## src/rtl/uart_program_loader.sv

```systemverilog
// uart_program_loader: receives a framed program over an 8N1 UART line and
// writes it word by word into the CPU instruction memory while holding the CPU.
// Frame: 0xA5 sync, word count N, then 4*N data bytes (little-endian words).
// Optional feature macro UART_LOADER_CHECKSUM_EN: a trailing XOR checksum byte
// must match before the load is declared done.
module uart_program_loader #(
    parameter int unsigned CLKS_PER_BIT    = 87,
    parameter int unsigned INSTR_MEM_DEPTH = 128,
    localparam int unsigned ADDR_W = (INSTR_MEM_DEPTH > 1) ? $clog2(INSTR_MEM_DEPTH) : 1
) (
    input  logic              clk,
    input  logic              rst_n,
    input  logic              uart_rx,
    output logic              mem_we,
    output logic [ADDR_W-1:0] mem_addr,
    output logic [31:0]       mem_wdata,
    output logic              cpu_hold,
    output logic              load_done,
    output logic              load_err
);

    localparam int unsigned CNT_W    = $clog2(CLKS_PER_BIT + 1);
    localparam int unsigned HALF_BIT = CLKS_PER_BIT / 2;
    localparam logic [7:0]  SYNC_BYTE = 8'hA5;

    typedef enum logic [1:0] {
        RX_IDLE,
        RX_START,
        RX_DATA,
        RX_STOP
    } rx_state_e;

`ifdef UART_LOADER_CHECKSUM_EN
    typedef enum logic [2:0] {
        WAIT_SYNC,
        GET_COUNT,
        GET_DATA,
        GET_CSUM,
        DONE
    } p_state_e;
`else
    typedef enum logic [2:0] {
        WAIT_SYNC,
        GET_COUNT,
        GET_DATA,
        DONE
    } p_state_e;
`endif

    // Synchronizer and edge-detect history
    logic rx_meta_q, rx_sync_q, rx_prev_q;

    // Bit engine state
    rx_state_e        rx_state_q;
    logic [CNT_W-1:0] cnt_q;
    logic [2:0]       bit_idx_q;
    logic [7:0]       rx_byte_q;
    logic             byte_valid_q;
    logic             frame_err_q;

    // Protocol state
    p_state_e          p_state_q;
    logic [7:0]        count_q;
    logic [1:0]        byte_idx_q;
    logic [23:0]       asm_q;
    logic              mem_we_q;
    logic [ADDR_W-1:0] mem_addr_q;
    logic [31:0]       mem_wdata_q;
    logic              cpu_hold_q;
    logic              load_done_q;
    logic              load_err_q;
`ifdef UART_LOADER_CHECKSUM_EN
    logic [7:0]        csum_q;
`endif

    logic last_word;
    assign last_word = (32'(mem_addr_q) + 32'd1) == 32'(count_q);

    // Two-flop synchronizer plus one history flop for falling-edge detection
    always_ff @(posedge clk or negedge rst_n) begin
        if (!rst_n) begin
            rx_meta_q <= 1'b1;
            rx_sync_q <= 1'b1;
            rx_prev_q <= 1'b1;
        end else begin
            rx_meta_q <= uart_rx;
            rx_sync_q <= rx_meta_q;
            rx_prev_q <= rx_sync_q;
        end
    end

    // Bit engine: mid-bit sampling, emits byte_valid or frame_err pulses
    always_ff @(posedge clk or negedge rst_n) begin
        if (!rst_n) begin
            rx_state_q   <= RX_IDLE;
            cnt_q        <= '0;
            bit_idx_q    <= '0;
            rx_byte_q    <= '0;
            byte_valid_q <= 1'b0;
            frame_err_q  <= 1'b0;
        end else begin
            byte_valid_q <= 1'b0;
            frame_err_q  <= 1'b0;
            case (rx_state_q)
                RX_IDLE: begin
                    cnt_q <= '0;
                    if (rx_prev_q && !rx_sync_q) begin
                        rx_state_q <= RX_START;
                    end
                end
                RX_START: begin
                    if (cnt_q == CNT_W'(HALF_BIT - 1)) begin
                        cnt_q     <= '0;
                        bit_idx_q <= '0;
                        // A line already back high is a glitch, not a start bit
                        rx_state_q <= rx_sync_q ? RX_IDLE : RX_DATA;
                    end else begin
                        cnt_q <= cnt_q + CNT_W'(1);
                    end
                end
                RX_DATA: begin
                    if (cnt_q == CNT_W'(CLKS_PER_BIT - 1)) begin
                        cnt_q     <= '0;
                        rx_byte_q <= {rx_sync_q, rx_byte_q[7:1]};
                        if (bit_idx_q == 3'd7) begin
                            rx_state_q <= RX_STOP;
                        end else begin
                            bit_idx_q <= bit_idx_q + 3'd1;
                        end
                    end else begin
                        cnt_q <= cnt_q + CNT_W'(1);
                    end
                end
                RX_STOP: begin
                    if (cnt_q == CNT_W'(CLKS_PER_BIT - 1)) begin
                        cnt_q        <= '0;
                        byte_valid_q <= rx_sync_q;
                        frame_err_q  <= !rx_sync_q;
                        rx_state_q   <= RX_IDLE;
                    end else begin
                        cnt_q <= cnt_q + CNT_W'(1);
                    end
                end
                default: rx_state_q <= RX_IDLE;
            endcase
        end
    end

    // Protocol FSM: frame parsing, word assembly and memory write sequencing
    always_ff @(posedge clk or negedge rst_n) begin
        if (!rst_n) begin
            p_state_q   <= WAIT_SYNC;
            count_q     <= '0;
            byte_idx_q  <= '0;
            asm_q       <= '0;
            mem_we_q    <= 1'b0;
            mem_addr_q  <= '0;
            mem_wdata_q <= '0;
            cpu_hold_q  <= 1'b1;
            load_done_q <= 1'b0;
            load_err_q  <= 1'b0;
`ifdef UART_LOADER_CHECKSUM_EN
            csum_q      <= '0;
`endif
        end else begin
            mem_we_q <= 1'b0;
            if (frame_err_q) begin
                // Drop any partial word; words already written stay in memory
                p_state_q   <= WAIT_SYNC;
                byte_idx_q  <= '0;
                load_err_q  <= 1'b1;
                load_done_q <= 1'b0;
                cpu_hold_q  <= 1'b1;
            end else begin
                case (p_state_q)
                    WAIT_SYNC: begin
                        if (byte_valid_q && rx_byte_q == SYNC_BYTE) begin
                            p_state_q  <= GET_COUNT;
                            load_err_q <= 1'b0;
                        end
                    end
                    GET_COUNT: begin
                        if (byte_valid_q) begin
                            if (rx_byte_q == 8'd0 || 32'(rx_byte_q) > INSTR_MEM_DEPTH) begin
                                load_err_q <= 1'b1;
                                p_state_q  <= WAIT_SYNC;
                            end else begin
                                count_q    <= rx_byte_q;
                                mem_addr_q <= '0;
                                byte_idx_q <= '0;
`ifdef UART_LOADER_CHECKSUM_EN
                                csum_q     <= '0;
`endif
                                p_state_q  <= GET_DATA;
                            end
                        end
                    end
                    GET_DATA: begin
                        if (mem_we_q) begin
                            // Write cycle just completed: advance or finish without wrapping
                            if (last_word) begin
`ifdef UART_LOADER_CHECKSUM_EN
                                p_state_q <= GET_CSUM;
`else
                                p_state_q   <= DONE;
                                load_done_q <= 1'b1;
                                cpu_hold_q  <= 1'b0;
`endif
                            end else begin
                                mem_addr_q <= mem_addr_q + ADDR_W'(1);
                            end
                        end else if (byte_valid_q) begin
`ifdef UART_LOADER_CHECKSUM_EN
                            csum_q <= csum_q ^ rx_byte_q;
`endif
                            if (byte_idx_q == 2'd3) begin
                                mem_wdata_q <= {rx_byte_q, asm_q};
                                mem_we_q    <= 1'b1;
                                byte_idx_q  <= '0;
                            end else begin
                                asm_q      <= {rx_byte_q, asm_q[23:8]};
                                byte_idx_q <= byte_idx_q + 2'd1;
                            end
                        end
                    end
`ifdef UART_LOADER_CHECKSUM_EN
                    GET_CSUM: begin
                        if (byte_valid_q) begin
                            if (rx_byte_q == csum_q) begin
                                p_state_q   <= DONE;
                                load_done_q <= 1'b1;
                                cpu_hold_q  <= 1'b0;
                            end else begin
                                load_err_q <= 1'b1;
                                p_state_q  <= WAIT_SYNC;
                            end
                        end
                    end
`endif
                    DONE: begin
                        if (byte_valid_q && rx_byte_q == SYNC_BYTE) begin
                            cpu_hold_q  <= 1'b1;
                            load_done_q <= 1'b0;
                            load_err_q  <= 1'b0;
                            p_state_q   <= GET_COUNT;
                        end
                    end
                    default: p_state_q <= WAIT_SYNC;
                endcase
            end
        end
    end

    assign mem_we    = mem_we_q;
    assign mem_addr  = mem_addr_q;
    assign mem_wdata = mem_wdata_q;
    assign cpu_hold  = cpu_hold_q;
    assign load_done = load_done_q;
    assign load_err  = load_err_q;

endmodule

```

## config.mk

```make
export PLATFORM = sky130hd
export DESIGN_NAME = uart_program_loader
export DESIGN_NICKNAME = d
export VERILOG_FILES = /design/src/rtl/uart_program_loader.sv
export SDC_FILE = /design/constraint.sdc
export NUM_CORES = 1
export LEC_CHECK = 0
export ABC_CLOCK_PERIOD_IN_PS = 2300
export CAP_MARGIN = 20
export CORE_UTILIZATION = 51
export CTS_CLUSTER_DIAMETER = 150
export DETAILED_ROUTE_END_ITERATION = 7
export MAX_ROUTING_LAYER = met4
export PLACE_DENSITY = 0.79
export SKIP_LAST_GASP = 1
export SLEW_MARGIN = 10
export SYNTH_ARGS = -nofsm -noshare
export SYNTH_HDL_FRONTEND = slang
export SYNTH_SLANG_ARGS = --single-unit
```

## constraint.sdc

```tcl
create_clock -name clk -period 2.3 [get_ports clk]
set_clock_uncertainty 0.1 [all_clocks]
set_input_delay 0.345 -clock clk [delete_from_list [all_inputs] [get_ports clk]]
set_output_delay 0.345 -clock clk [all_outputs]
set_load 0.05 [all_outputs]
```

# [Word-level counts from Yosys, hierarchy flattened]
# Index checks and enable logic that the tools add are counted.
[op_classes] addsub=5 order_cmp=1 eq_ne=31 mux=56 n_bitwise=4 reduce_logical=25
[ops] operator="two-way mux 7 bit" count=6
[ops] operator="two-way mux 2 bit" count=13
[ops] operator="two-way mux 3 bit" count=8
[ops] operator="inequality test 3 bit (second input constant)" count=8
[ops] operator="one-hot mux 7 bit (3 select lines)" count=1
[ops] operator="two-way mux 1 bit" count=20
[ops] operator="inequality test 2 bit (second input constant)" count=10
[ops] operator="AND reduction 4 bit" count=5
[ops] operator="AND reduction 5 bit" count=4
[ops] operator="adder 7 x 1 -> 7 bit (second input constant)" count=2
[ops] operator="one-hot mux 7 bit (2 select lines)" count=1
[ops] operator="one-hot mux 3 bit (3 select lines)" count=1
[ops] operator="nonzero test 3 bit" count=3
[ops] operator="adder 7 x 1 -> 8 bit (second input constant)" count=1
[ops] operator="== test 8 bit" count=1
[ops] operator="== test 8 bit (second input constant)" count=1
[ops] operator="> comparator 8 bit (second input constant)" count=1
[ops] operator="zero test 8 bit" count=1
[ops] operator="one-hot mux 2 bit (4 select lines)" count=1
[ops] operator="== test 7 x 6 -> 1 bit (second input constant)" count=1
[ops] operator="== test 7 bit (second input constant)" count=1
[ops] operator="== test 2 bit (second input constant)" count=3
[ops] operator="== test 3 x 2 -> 1 bit (second input constant)" count=2
[ops] operator="one-hot mux 1 bit (2 select lines)" count=3
[ops] operator="other kinds (18)" count=24
[word_totals] regBits=105 in_bits=3 output_inout_bits=43 word_cells=141

# [Logic depth before layout (Yosys ltp)]
# Gate-level depths: netlist (run 1).
[depth] ltp_word=6 ltp_mapped=10 ltp_nobuf=8

# [Worst setup path after synthesis (run 1)]
# No wires, ideal clock.
[synth_timing] path_type="reg-to-reg" start="register mem_addr_q[0], in the netlist mem_addr[0]" end="register cpu_hold_q, in the netlist cpu_hold" setup_time_ps=77 arrival_time_ps=2565 t_required_ps=2123 slack_ps=-441 path_stages_with_launch=8 period_less_slack_ps=2741 path_cell_list="dfrtp_1 ha_1 xor3_1 nor3_2 nand4_2 o41a_1 or3_1 a21o_1"
[synth_via] elab_chain_cells=4
[synth_rtl] item="from (decl)" line_no="67" rtl="logic [ADDR_W-1:0] mem_addr_q;"
[synth_rtl] item="from (signal assigned)" line_no="210" rtl="mem_addr_q <= mem_addr_q + ADDR_W'(1);"
[synth_rtl] item="adder 7 x 1 -> 8 bit" line_no="77" rtl="assign last_word = (32'(mem_addr_q) + 32'd1) == 32'(count_q);"
[synth_rtl] item="== test 8 bit" line_no="77"
[synth_rtl] item="inequality test 3 bit (no line)"
[synth_rtl] item="AND reduction 4 bit (no line)"
[synth_rtl] item="to (signal assigned)" line_no="159" rtl="cpu_hold_q <= 1'b1;"
[synth_rtl] item="to (signal assigned)" line_no="173" rtl="cpu_hold_q <= 1'b1;"
[synth_rtl] item="to (signal assigned)" line_no="207" rtl="cpu_hold_q <= 1'b0;"
[synth_rtl] item="to (decl)" line_no="69" rtl="logic cpu_hold_q;"
# No other way between the ends.
# A chain may end at the register's enable or synchronous reset.

# [Worst setup path after layout (run 1)]
[layout_timing] start="register mem_addr_q[0], in the netlist mem_addr[0]" end="register mem_addr_q[5], in the netlist mem_addr[5]"
[layout_via] elab_chain_cells=4 word_cells_on_any_way=8 cone_classes="add/sub (2); eq/ne (2); mux (3); reduce/logical (1)"
[layout_rtl] item="adder 7 x 1 -> 8 bit or adder 7 x 1 -> 7 bit (tied branches)" line_no="77, 210"
[layout_rtl] item="== test 8 bit or two-way mux 7 bit (tied branches)" line_no="77, 201"
[layout_rtl] item="inequality test 2 bit (no line) or two-way mux 7 bit (tied branches)"
[layout_rtl] item="AND reduction 6 bit (no line) or one-hot mux 7 bit (2 select lines) (tied branches)"
# Several ways; a longest one is shown, not always the timed one. The select of a mux whose other input is x is not followed.

==> metrics.txt, run 1 <==
# TYPE chip_impl_metric gauge
chip_impl_metric{name="first_pass_iters",unit=""} 4
chip_impl_info{name="critPathTopFamily",value="simple AND/OR/NAND/NOR gates"} 1
chip_impl_metric{name="synth_seq_area_share",unit=""} 0.563
chip_impl_metric{name="die-area",unit="sq mm"} 0.00947
chip_impl_info{name="status",value="finished, violations left"} 1
chip_impl_metric{name="global_route.overflow_total",unit=""} 0
chip_impl_metric{name="fp.dieW",unit="um"} 97.3
chip_impl_metric{name="rows",unit=""} 34
chip_impl_metric{name="layout_setup_ws",unit="ns"} -0.139
chip_impl_metric{name="dp_hpwl",unit="um"} 6840
chip_impl_metric{name="synth_compound_gate_area_share",unit=""} 0.0740
chip_impl_metric{name="intPower",unit="W"} 0.00299
chip_impl_info{name="tritoncts",value="yes"} 1
chip_impl_metric{name="globalplace.congestion",unit=""} 0.877
chip_impl_metric{name="drc",unit=""} 0
chip_impl_metric{name="critPathRequiredTime",unit="ns"} 2.46
chip_impl_metric{name="power_density",unit="mW/mm^2"} 728
chip_impl_metric{name="finalNetCount",unit=""} 519
chip_impl_metric{name="postSynthAreaPerCell",unit="sq um"} 10.9
chip_impl_info{name="rsz0062_at_grt",value="yes"} 1
chip_impl_metric{name="n_antenna_cell",unit=""} 0
chip_impl_metric{name="footprint_of_the_multi_input_gates",unit="sq mm"} 0.00208
chip_impl_metric{name="wire_length_of_the_first_global_routing_pass",unit="um"} 17500
chip_impl_info{name="post_synth_main_area_contributors",value="sky130_fd_sc_hd__dfrtp_1, sky130_fd_sc_hd__nand2_1, sky130_fd_sc_hd__mux2_2, sky130_fd_sc_hd__ha_1, sky130_fd_sc_hd__dfstp_2"} 1
chip_impl_info{name="synth.most_common_cell",value="sky130_fd_sc_hd__nand2_1"} 1
chip_impl_metric{name="netSwitchingPower",unit="W"} 0.00135
chip_impl_metric{name="first_global_vias",unit=""} 3644
chip_impl_metric{name="cap_violations",unit=""} 0
chip_impl_info{name="cp-end-kind",value="flip-flop"} 1
chip_impl_metric{name="synth_nets",unit=""} 437
chip_impl_metric{name="vias_per_cell",unit=""} 5.70
chip_impl_info{name="root_buffer",value="sky130_fd_sc_hd__clkbuf_8"} 1
chip_impl_info{name="timing.hold.worst.class",value="reg -> reg"} 1
chip_impl_metric{name="ioPinCount",unit=""} 46
chip_impl_metric{name="power_frac_comb",unit=""} 0.217
chip_impl_info{name="synthTopCellsByCount",value="sky130_fd_sc_hd__nand2_1, sky130_fd_sc_hd__dfrtp_1, sky130_fd_sc_hd__mux2_2"} 1
chip_impl_metric{name="tightest_slew",unit="ns"} 0.548
chip_impl_metric{name="stdcell_count",unit=""} 620
chip_impl_metric{name="post_synthesis_adder_cell_area_fraction",unit=""} 0.0265
chip_impl_metric{name="regToRegSetupSlack",unit="ns"} -0.14
chip_impl_info{name="failed_checks",value="setup timing"} 1
chip_impl_metric{name="tritoncts_num_sinks",unit=""} 104
chip_impl_info{name="largest_family_of_logic_cells_by_synthesized_area",value="simple AND/OR/NAND/NOR gates"} 1
chip_impl_info{name="crit_type",value="reg -> reg"} 1
chip_impl_metric{name="syn_area",unit="sq mm"} 0.00463
chip_impl_metric{name="synth_xor_xnor_area_share",unit=""} 0.0297
chip_impl_metric{name="regArea",unit="sq mm"} 0.00262
chip_impl_metric{name="post-route-period-util",unit=""} 1.06
chip_impl_info{name="startpoint_type",value="flip-flop"} 1
chip_impl_metric{name="timing.critical_path.fanout_max",unit=""} 3
chip_impl_metric{name="setup_viol",unit=""} 12
chip_impl_metric{name="nFillCells",unit=""} 612
chip_impl_metric{name="synth_cell_type_count",unit=""} 57
chip_impl_metric{name="clk_pin_slew",unit="ns"} 0.11
chip_impl_metric{name="post_synthesis_share_of_cell_area_spent_on_and_or_nand_and_nor_gates",unit=""} 0.171
chip_impl_metric{name="place_inst",unit=""} 596
chip_impl_metric{name="layout-drive-gt1-share",unit=""} 0.254
chip_impl_metric{name="ys.warnings.count",unit=""} 0
chip_impl_info{name="synth.largest_area_cell",value="sky130_fd_sc_hd__dfrtp_1"} 1
chip_impl_metric{name="path_buf_inv",unit=""} 3
chip_impl_metric{name="async_flop_share",unit=""} 1.00
chip_impl_metric{name="placeableCoreArea",unit="sq mm"} 0.00876
chip_impl_metric{name="muxShareOfSynthArea",unit=""} 0.108
chip_impl_metric{name="synthCells",unit=""} 425
chip_impl_metric{name="critPathMaxStageDelay",unit="ns"} 0.54
chip_impl_metric{name="die_height",unit="um"} 97.3
chip_impl_metric{name="number_of_max_slew_violations_in_the_final_report",unit=""} 0
chip_impl_metric{name="cts_made_buffers",unit=""} 9
chip_impl_metric{name="share_seq_of_total_power",unit=""} 0.476
chip_impl_metric{name="post_layout_minimum_cycle_time",unit="ns"} 2.44
chip_impl_info{name="synthFlopType",value="sky130_fd_sc_hd__dfrtp_1"} 1
chip_impl_metric{name="dr_total_vias",unit=""} 3532
chip_impl_metric{name="power_leakage",unit="nW"} 2.96
chip_impl_info{name="critical-path-slowest-cell",value="sky130_fd_sc_hd__or4_4"} 1
chip_impl_metric{name="timing.critical_path.arrival",unit="ns"} 2.60
chip_impl_metric{name="maximum_frequency_from_static_timing_analysis",unit="MHz"} 410
chip_impl_info{name="worst_path_most_repeated_cell",value="sky130_fd_sc_hd__buf_4"} 1
chip_impl_metric{name="timing.final.hold_violations",unit=""} 0
chip_impl_metric{name="grt_usage",unit=""} 0.241
chip_impl_metric{name="maximum_number_of_pins_on_one_net_before_global_route_repair",unit=""} 44
chip_impl_metric{name="count_of_routing_violations_after_the_opening_detailed_route_iteration",unit=""} 146
chip_impl_metric{name="buffer_ports.inserted",unit=""} 45
chip_impl_metric{name="clock_latency",unit="ns"} 0.38
chip_impl_metric{name="seq_cells_post_synth",unit=""} 104
chip_impl_metric{name="initial_core_util",unit=""} 0.529
chip_impl_info{name="worstPathCellList",value="buf_6, nand3_2, or4_4, nand4_2, buf_4, o311ai_2, buf_4, o211a_1, a221o_1"} 1
chip_impl_metric{name="pwr-share-clk",unit=""} 0.308
chip_impl_metric{name="area.growth.synth_to_final",unit="%"} 28.4
chip_impl_metric{name="vdd_drop_max",unit="mV"} 0.644
chip_impl_metric{name="antenna_found_initial",unit=""} 0
chip_impl_metric{name="postRouteWirelength",unit="um"} 10800
chip_impl_metric{name="cts.path.max_buffers",unit=""} 2
chip_impl_metric{name="slew_headroom",unit=""} 0.635
chip_impl_metric{name="htree_levels",unit=""} 3
chip_impl_metric{name="route.antenna.remaining_nets",unit=""} 0
chip_impl_metric{name="post_drt_wl_per_cell",unit="um"} 17.3
chip_impl_metric{name="sw_frac",unit=""} 0.311
chip_impl_metric{name="synth_edf_count",unit=""} 0
chip_impl_metric{name="synthDominantCellAreaShare",unit=""} 0.540
chip_impl_metric{name="finalHoldWorstSlack",unit="ns"} 0.262
cell type report:
class | count | area share
flip-flops and latches | 104 | 0.440
multi-input cells | 291 | 0.349
repair buffers | 88 | 0.141
well taps | 108 | 0.0227
clock buffers | 9 | 0.0208
clock inverters | 7 | 0.0189
inverters | 13 | 0.00820
power by group through the flow:
stage	Combinational, W	Clock (W)	Sequential (W)
floorplan	0.000551	0	0.00209
global placement	0.000790	0	0.00208
detailed placement	0.000837	0	0.00209
CTS	0.000883	0.00134	0.00206
global route	0.00104	0.00141	0.00209
finish	0.000939	0.00133	0.00206
worst paths after layout:
path	from	to	cells past startpoint
worst max-delay path	mem_addr[0]$_DFFE_PN0P_	mem_addr[5]$_DFFE_PN0P_	9
max in group asynchronous	rst_n	asm_q[20]$_DFFE_PN0P_	3
worst min register to register	rx_meta_q$_DFF_PN1_	rx_sync_q$_DFF_PN1_	0
worst min-delay path	rx_meta_q$_DFF_PN1_	rx_sync_q$_DFF_PN1_	0
min in group asynchronous	rst_n	mem_addr[6]$_DFFE_PN0P_	2
worst max register to register	mem_addr[0]$_DFFE_PN0P_	mem_addr[5]$_DFFE_PN0P_	9
worst reg2reg max path, stage by stage, from the launching register on:
cell and delay [ns]:
sky130_fd_sc_hd__dfrtp_2 0.42, sky130_fd_sc_hd__buf_6 0.12, sky130_fd_sc_hd__nand3_2 0.10, sky130_fd_sc_hd__or4_4 0.54, sky130_fd_sc_hd__nand4_2 0.15, sky130_fd_sc_hd__buf_4 0.14
sky130_fd_sc_hd__o311ai_2 0.11, sky130_fd_sc_hd__buf_4 0.18, sky130_fd_sc_hd__o211a_1 0.20, sky130_fd_sc_hd__a221o_1 0.27
timing repair:
action	CTS	global route
endpoints found under the hold margin	36	0
setup endpoints to repair	22	23
resized for setup	9	28
hold buffers	1	0
pin swaps	4	14
cloned	0	0
buffers inserted	0	7
logic make-up (layout without fill, tap and decap cells):
family                     Yosys count  count (layout)
muxes                               45              45
AOI/OAI and AO/OA                   45              45
buffers and inverters               30             117
adders and majority gates           10              10
DFF                                104             104
xor gates and xnor gates            14              14
and+or+nand+nor                    177             177
layer usage:
layer,vias up,global-route usage,part of all wire
met5,-,-,0
met3,30,0.0460,0.035
met1,1794,0.278,0.41
met2,87,0.408,0.52
met4,0,0.111,0.029
li1,1621,-,-
placed cells by master, fill, tap and decap left out, drive strengths merged, types with 5 or more instances in the layout:
master         count
clkdlybuf4s50     43
buf               42
nand3             10
ha                 9
dfrtp            100
o21ai             10
mux2              41
clkbuf            10
xnor2              9
inv               15
nor2              19
or3                5
nor3               7
nand2            111
metrics by stage:
stage	instance area [sq um]	worst slack, ns	utilization	TNS, ns	total power, W
after floorplan	4660	-0.147	-	-0.709	0.00264
after global placement	5470	-0.0259	0.625	-0.0358	0.00287
after detailed placement	5470	-0.123	0.625	-1.27	0.00293
after CTS	5760	-0.0771	0.658	-0.429	0.00428
after global routing	5950	-0.227	0.679	-2.11	0.00454
final	5950	-0.139	0.679	-0.871	0.00433
registers in the layout (all words and copies together), names as in the netlist, 2 cells and up, named ones only:
| name | cells |
|---|---|
| count_q | 8 |
| mem_addr | 7 |
| cnt_q | 7 |
| asm_q | 24 |
| mem_wdata | 32 |
| byte_idx_q | 2 |
| bit_idx_q | 3 |
| p_state_q | 2 |
| rx_byte_q | 8 |
(Power assumes the default switching activity.)
==> run 2, diff against run 1 <==
Settings changed: ABC_AREA from default to 0, CORE_UTILIZATION 51 to 50, PLACE_DENSITY 0.79 to 0.78.
==> metrics.txt, run 2 (same netlist as run 1, synthesis figures left out) <==
# TYPE chip_impl_metric gauge
chip_impl_metric{name="die_height",unit="um"} 98.3
chip_impl_metric{name="maximum_frequency_from_static_timing_analysis",unit="MHz"} 426
chip_impl_metric{name="antenna_found_initial",unit=""} 0
chip_impl_metric{name="grt_usage",unit=""} 0.211
chip_impl_metric{name="cts.path.max_buffers",unit=""} 2
chip_impl_info{name="timing.hold.worst.class",value="reg -> reg"} 1
chip_impl_info{name="status",value="finished, violations left"} 1
chip_impl_metric{name="cts_made_buffers",unit=""} 9
chip_impl_info{name="regToRegEndpoint",value="cpu_hold$_DFFE_PN1P_"} 1
chip_impl_metric{name="power_frac_comb",unit=""} 0.224
chip_impl_info{name="tritoncts",value="yes"} 1
chip_impl_metric{name="largest_register_ff_count",unit=""} 32
chip_impl_metric{name="number_of_max_slew_violations_in_the_final_report",unit=""} 0
chip_impl_info{name="r2r_start",value="mem_addr[0]$_DFFE_PN0P_"} 1
chip_impl_metric{name="timing.critical_path.fanout_max",unit=""} 5
chip_impl_metric{name="post-route-period-util",unit=""} 1.02
chip_impl_metric{name="power_density",unit="mW/mm^2"} 689
chip_impl_metric{name="regArea",unit="sq mm"} 0.00262
chip_impl_metric{name="clock_latency",unit="ns"} 0.36
chip_impl_metric{name="clk_pin_slew",unit="ns"} 0.10
chip_impl_metric{name="setup_tns",unit="ns"} -0.192
chip_impl_info{name="critPathLaunch",value="mem_addr[0]$_DFFE_PN0P_"} 1
chip_impl_metric{name="postRouteWirelength",unit="um"} 9350
chip_impl_metric{name="footprint_of_the_multi_input_gates",unit="sq mm"} 0.00206
chip_impl_info{name="setup.worst_path.end",value="cpu_hold$_DFFE_PN1P_"} 1
chip_impl_metric{name="vdd_drop_max",unit="mV"} 0.508
chip_impl_metric{name="regToRegSetupSlack",unit="ns"} -0.05
chip_impl_metric{name="initial_core_util",unit=""} 0.524
chip_impl_metric{name="timing.final.hold_violations",unit=""} 0
chip_impl_info{name="crit_type",value="reg -> reg"} 1
chip_impl_metric{name="pwr-share-clk",unit=""} 0.266
chip_impl_info{name="critical-path-slowest-cell",value="sky130_fd_sc_hd__dfrtp_2"} 1
chip_impl_metric{name="fp.dieW",unit="um"} 98.3
chip_impl_metric{name="n_antenna_cell",unit=""} 0
chip_impl_metric{name="critPathRequiredTime",unit="ns"} 2.51
chip_impl_metric{name="netSwitchingPower",unit="W"} 0.00126
chip_impl_info{name="startpoint_type",value="flip-flop"} 1
chip_impl_metric{name="setup_viol",unit=""} 8
chip_impl_metric{name="dp_hpwl",unit="um"} 6510
chip_impl_metric{name="dr_total_vias",unit=""} 3402
chip_impl_metric{name="htree_levels",unit=""} 3
chip_impl_metric{name="rows",unit=""} 34
chip_impl_metric{name="layout_setup_ws",unit="ns"} -0.0494
chip_impl_metric{name="globalplace.congestion",unit=""} 0.882
chip_impl_metric{name="first_pass_iters",unit=""} 6
chip_impl_metric{name="die-area",unit="sq mm"} 0.00966
chip_impl_metric{name="post_drt_wl_per_cell",unit="um"} 15.0
chip_impl_metric{name="placeableCoreArea",unit="sq mm"} 0.00885
chip_impl_metric{name="tightest_slew",unit="ns"} 0.517
chip_impl_info{name="failed_checks",value="DRC, setup timing"} 1
chip_impl_metric{name="global_route.overflow_total",unit=""} 0
chip_impl_metric{name="slew_headroom",unit=""} 0.654
chip_impl_metric{name="wire_length_of_the_first_global_routing_pass",unit="um"} 15700
chip_impl_metric{name="power_leakage",unit="nW"} 2.86
chip_impl_info{name="rsz0062_at_grt",value="yes"} 1
chip_impl_info{name="final_common_cell",value="sky130_fd_sc_hd__nand2_1"} 1
chip_impl_metric{name="layout-drive-gt1-share",unit=""} 0.246
chip_impl_metric{name="maximum_number_of_pins_on_one_net_before_global_route_repair",unit=""} 50
chip_impl_metric{name="finalHoldWorstSlack",unit="ns"} 0.260
chip_impl_metric{name="cap_violations",unit=""} 0
chip_impl_metric{name="sw_frac",unit=""} 0.311
chip_impl_metric{name="tritoncts_num_sinks",unit=""} 104
chip_impl_metric{name="buffer_ports.inserted",unit=""} 45
chip_impl_metric{name="count_of_routing_violations_after_the_opening_detailed_route_iteration",unit=""} 169
chip_impl_metric{name="critPathMaxStageDelay",unit="ns"} 0.46
chip_impl_metric{name="fin_area",unit="sq mm"} 0.00586
chip_impl_metric{name="number_of_cells_on_the_worst_reg_to_reg_path",unit=""} 6
chip_impl_metric{name="drc",unit=""} 1
chip_impl_metric{name="placed_area",unit="sq mm"} 0.00545
chip_impl_metric{name="route.antenna.remaining_nets",unit=""} 0
chip_impl_metric{name="finalNetCount",unit=""} 520
chip_impl_info{name="layout_common_cells",value="sky130_fd_sc_hd__nand2_1, sky130_fd_sc_hd__dfrtp_1, sky130_fd_sc_hd__clkdlybuf4s50_1"} 1
chip_impl_metric{name="first_global_vias",unit=""} 3400
chip_impl_metric{name="share_seq_of_total_power",unit=""} 0.510
chip_impl_metric{name="vias_per_cell",unit=""} 5.48
chip_impl_info{name="cp-end-kind",value="flip-flop"} 1
chip_impl_metric{name="intPower",unit="W"} 0.00278
chip_impl_metric{name="area.growth.synth_to_final",unit="%"} 26.5
chip_impl_metric{name="timing.critical_path.arrival",unit="ns"} 2.56
chip_impl_info{name="worstPathCellList",value="and3_2, xnor2_1, a211o_2, o41a_1, or3_4, a21o_1"} 1
chip_impl_metric{name="ioPinCount",unit=""} 46
chip_impl_metric{name="post_layout_minimum_cycle_time",unit="ns"} 2.35
chip_impl_info{name="root_buffer",value="sky130_fd_sc_hd__clkbuf_8"} 1
chip_impl_metric{name="nFillCells",unit=""} 677
==> run 2: worst max-delay path, delay by kind of cell (launching register included) <==
family           cells  cell delay [ns]
AO/OA/AOI/OAI        3             0.96
AND/OR/NAND/NOR      2             0.63
XOR/XNOR             1             0.15
flip-flops           1             0.46
==> run 2: worst min-delay path by stage <==
stage	slack, ns	end	cells past startpoint	startpoint
after detailed placement	0.22	load_done$_DFFE_PN0P_	1	rst_n
after global routing	0.27	rx_sync_q$_DFF_PN1_	0	rx_meta_q$_DFF_PN1_
after floorplan	-0.05	asynchronous set/reset pin	0	rst_n
final	0.26	rx_sync_q$_DFF_PN1_	0	rx_meta_q$_DFF_PN1_
after global placement	0.22	load_done$_DFFE_PN0P_	1	rst_n
after CTS	0.26	rx_sync_q$_DFF_PN1_	0	rx_meta_q$_DFF_PN1_
==> run 2: power by group through the flow <==
stage | Clock, W | Combinational [W] | Sequential [W]
final | 0.00107 | 0.000904 | 0.00206
after global routing | 0.00117 | 0.00101 | 0.00208
after CTS | 0.00110 | 0.000864 | 0.00206
after detailed placement | 0 | 0.000856 | 0.00209
after global placement | 0 | 0.000828 | 0.00209
after floorplan | 0 | 0.000551 | 0.00209
==> run 2: per-layer routing <==
metal,wire length (um),global-route usage,part of all wire,up-vias
li1,-,-,-,1618
met1,4260,0.271,0.46,1705
met2,4680,0.340,0.50,67
met3,283,0.0293,0.030,12
met4,125,0.0873,0.013,0
met5,0,-,0,-
==> run 2: stage by stage <==
stage,cells,util,worst slack (ns),power (W)
2_1_floorplan,425,-,-0.147,0.00264
3_5_place_dp,594,0.615,-0.0533,0.00295
3_3_place_gp,594,0.615,-0.0122,0.00291
5_1_grt,621,0.663,-0.148,0.00426
4_1_cts,613,0.642,-0.0578,0.00402
6_report,621,0.663,-0.0494,0.00404
==> run 2: layout make-up <==
| class | count | share of cell area |
|---|---|---|
| clock buffer | 10 | 0.0235 |
| clock inverter | 6 | 0.00917 |
| inverter | 13 | 0.00832 |
| sequential | 104 | 0.446 |
| timing repair buffer | 89 | 0.138 |
| multi-input combinational | 291 | 0.352 |
| tap | 108 | 0.0230 |
==> run 2: timing repair <==
item	in CTS	in global routing
setup buffers	2	8
pin swaps	3	9
hold endpoints to repair	30	0
hold buffers	1	0
gates resized for setup	4	21
cloned	0	0
endpoints found under the setup margin	17	28
==> run 3, diff against run 2 <==
Settings changed: MAX_ROUTING_LAYER met4 to default.
==> metrics.txt, run 3 (same netlist as run 1, synthesis figures left out) <==
# TYPE chip_impl_metric gauge
chip_impl_metric{name="layout_setup_ws",unit="ns"} -0.0468
chip_impl_metric{name="rows",unit=""} 34
chip_impl_metric{name="n_antenna_cell",unit=""} 0
chip_impl_metric{name="dp_hpwl",unit="um"} 6510
chip_impl_metric{name="route.antenna.remaining_nets",unit=""} 0
chip_impl_metric{name="die_height",unit="um"} 98.3
chip_impl_metric{name="first_pass_iters",unit=""} 6
chip_impl_metric{name="maximum_number_of_pins_on_one_net_before_global_route_repair",unit=""} 50
chip_impl_metric{name="buffer_ports.inserted",unit=""} 45
chip_impl_metric{name="post_layout_minimum_cycle_time",unit="ns"} 2.35
chip_impl_metric{name="clock_latency",unit="ns"} 0.36
chip_impl_metric{name="largest_register_ff_count",unit=""} 32
chip_impl_metric{name="ioPinCount",unit=""} 46
chip_impl_metric{name="path_buf_inv",unit=""} 0
chip_impl_metric{name="tritoncts_num_sinks",unit=""} 104
chip_impl_metric{name="drc",unit=""} 1
chip_impl_metric{name="timing.critical_path.fanout_max",unit=""} 5
chip_impl_metric{name="netSwitchingPower",unit="W"} 0.00126
chip_impl_metric{name="nFillCells",unit=""} 677
chip_impl_metric{name="fp.dieW",unit="um"} 98.3
chip_impl_info{name="critPathTopFamily",value="compound AO/OA/AOI/OAI gates"} 1
chip_impl_metric{name="setup_tns",unit="ns"} -0.202
chip_impl_metric{name="cap_violations",unit=""} 0
chip_impl_metric{name="count_of_routing_violations_after_the_opening_detailed_route_iteration",unit=""} 172
chip_impl_metric{name="sw_frac",unit=""} 0.311
chip_impl_info{name="rsz0062_at_grt",value="yes"} 1
chip_impl_metric{name="placeableCoreArea",unit="sq mm"} 0.00885
chip_impl_metric{name="power_leakage",unit="nW"} 2.86
chip_impl_metric{name="first_global_vias",unit=""} 3400
chip_impl_metric{name="postRouteWirelength",unit="um"} 9360
chip_impl_metric{name="slew_headroom",unit=""} 0.654
chip_impl_metric{name="initial_core_util",unit=""} 0.524
chip_impl_metric{name="share_seq_of_total_power",unit=""} 0.510
chip_impl_info{name="status",value="finished, violations left"} 1
chip_impl_metric{name="pwr-share-clk",unit=""} 0.266
chip_impl_metric{name="vias_per_cell",unit=""} 5.47
chip_impl_metric{name="intPower",unit="W"} 0.00278
chip_impl_metric{name="maximum_frequency_from_static_timing_analysis",unit="MHz"} 426
chip_impl_metric{name="clk_pin_slew",unit="ns"} 0.10
chip_impl_metric{name="grt_usage",unit=""} 0.204
chip_impl_metric{name="wire_length_of_the_first_global_routing_pass",unit="um"} 15700
chip_impl_metric{name="cts_made_buffers",unit=""} 9
chip_impl_metric{name="area.growth.synth_to_final",unit="%"} 26.5
chip_impl_metric{name="antenna_found_initial",unit=""} 0
chip_impl_metric{name="finalNetCount",unit=""} 520
chip_impl_metric{name="die-area",unit="sq mm"} 0.00966
chip_impl_metric{name="placed_area",unit="sq mm"} 0.00545
chip_impl_metric{name="timing.critical_path.arrival",unit="ns"} 2.55
chip_impl_info{name="startpoint_type",value="flip-flop"} 1
chip_impl_metric{name="footprint_of_the_multi_input_gates",unit="sq mm"} 0.00206
chip_impl_metric{name="timing.final.hold_violations",unit=""} 0
chip_impl_info{name="crit_type",value="reg -> reg"} 1
chip_impl_metric{name="post_drt_wl_per_cell",unit="um"} 15.1
chip_impl_metric{name="vdd_drop_max",unit="mV"} 0.508
chip_impl_metric{name="number_of_max_slew_violations_in_the_final_report",unit=""} 0
chip_impl_metric{name="cts.path.max_buffers",unit=""} 2
chip_impl_info{name="root_buffer",value="sky130_fd_sc_hd__clkbuf_8"} 1
chip_impl_info{name="worstPathCellList",value="and3_2, xnor2_1, a211o_2, o41a_1, or3_4, a21o_1"} 1
chip_impl_metric{name="power_density",unit="mW/mm^2"} 689
chip_impl_metric{name="globalplace.congestion",unit=""} 0.868
chip_impl_metric{name="layout-drive-gt1-share",unit=""} 0.246
chip_impl_metric{name="report.power.total",unit="W"} 0.00404
chip_impl_info{name="cp-end-kind",value="flip-flop"} 1
chip_impl_metric{name="fin_area",unit="sq mm"} 0.00586
chip_impl_metric{name="setup_viol",unit=""} 7
chip_impl_metric{name="tightest_slew",unit="ns"} 0.517
chip_impl_metric{name="regArea",unit="sq mm"} 0.00262
chip_impl_metric{name="critPathMaxStageDelay",unit="ns"} 0.46
chip_impl_metric{name="post-route-period-util",unit=""} 1.02
chip_impl_info{name="final_common_cell",value="sky130_fd_sc_hd__nand2_1"} 1
chip_impl_info{name="tritoncts",value="yes"} 1
chip_impl_metric{name="dr_total_vias",unit=""} 3398
chip_impl_metric{name="critPathRequiredTime",unit="ns"} 2.51
chip_impl_metric{name="global_route.overflow_total",unit=""} 0
chip_impl_info{name="failed_checks",value="DRC, setup timing"} 1
chip_impl_info{name="layout_common_cells",value="sky130_fd_sc_hd__nand2_1, sky130_fd_sc_hd__dfrtp_1, sky130_fd_sc_hd__clkdlybuf4s50_1"} 1
chip_impl_metric{name="power_frac_comb",unit=""} 0.224
chip_impl_info{name="critical-path-slowest-cell",value="sky130_fd_sc_hd__dfrtp_2"} 1
chip_impl_metric{name="htree_levels",unit=""} 3
chip_impl_info{name="timing.hold.worst.class",value="reg -> reg"} 1
run 3: cell counts in the layout (fill, tap and decap cells not counted):
No cell type changed its count.
run 3: timing repair:
| item | 4_1_cts | 5_1_grt |
|---|---|---|
| resized for setup | 4 | 21 |
| endpoints found under the setup margin | 17 | 28 |
| buffers inserted | 2 | 8 |
| pin swaps | 3 | 9 |
| hold buffers | 1 | 0 |
| endpoints found under the hold margin | 30 | 0 |
run 3: worst paths after layout:
kind | from | endpoint | slack (ns) | depth (start not counted)
setup / recovery | mem_addr[0]$_DFFE_PN0P_ | cpu_hold$_DFFE_PN1P_ | -0.05 | 6
hold / removal | rx_meta_q$_DFF_PN1_ | rx_sync_q$_DFF_PN1_ | 0.26 | 0
setup reg to reg | mem_addr[0]$_DFFE_PN0P_ | cpu_hold$_DFFE_PN1P_ | -0.05 | 6
hold reg to reg | rx_meta_q$_DFF_PN1_ | rx_sync_q$_DFF_PN1_ | 0.26 | 0
max in group asynchronous | rst_n | mem_wdata[17]$_DFFE_PN0P_ | 1.08 | 3
min in group asynchronous | rst_n | p_state_q[1]$_DFFE_PN0P_ | 0.35 | 2
run 3: routing by layer:
| metal | part of all wire | GRT usage | vias to the layer above |
|---|---|---|---|
| met5 | 0 | 0 | - |
| met4 | 0.013 | 0.0873 | 0 |
| met3 | 0.036 | 0.0308 | 11 |
| met2 | 0.50 | 0.340 | 74 |
| met1 | 0.45 | 0.269 | 1696 |
| li1 | - | - | 1617 |
run 3: worst register-to-register path, cell delays in order, from the launching register on:
cell	delay, ns
sky130_fd_sc_hd__dfrtp_2	0.46
sky130_fd_sc_hd__and3_2	0.29
sky130_fd_sc_hd__xnor2_1	0.15
sky130_fd_sc_hd__a211o_2	0.39
sky130_fd_sc_hd__o41a_1	0.42
sky130_fd_sc_hd__or3_4	0.34
sky130_fd_sc_hd__a21o_1	0.16
run 3: cell type report:
| type | count | share of cell area |
|---|---|---|
| sequential | 104 | 0.446 |
| timing repair buffer | 89 | 0.138 |
| clock buffer | 10 | 0.0235 |
| multi-input combinational | 291 | 0.352 |
| inverter | 13 | 0.00832 |
| tap | 108 | 0.0230 |
| clock inverter | 6 | 0.00917 |
run 3: through the flow:
| stage | utilization | worst slack, ns | hold slack [ns] | instances |
|---|---|---|---|---|
| floorplan | - | -0.147 | -0.0506 | 425 |
| global placement | 0.615 | -0.0122 | 0.215 | 594 |
| detailed placement | 0.615 | -0.0533 | 0.219 | 594 |
| CTS | 0.642 | -0.0578 | 0.262 | 613 |
| global route | 0.663 | -0.146 | 0.267 | 621 |
| finish | 0.663 | -0.0468 | 0.260 | 621 |
run 3: power groups by stage:
stage / sequential [W] / combinational, W / clock (W)
after floorplan: 0.00209 / 0.000551 / 0
after global placement: 0.00209 / 0.000828 / 0
after detailed placement: 0.00209 / 0.000856 / 0
after CTS: 0.00206 / 0.000864 / 0.00110
after global routing: 0.00208 / 0.00101 / 0.00117
final: 0.00206 / 0.000905 / 0.00107
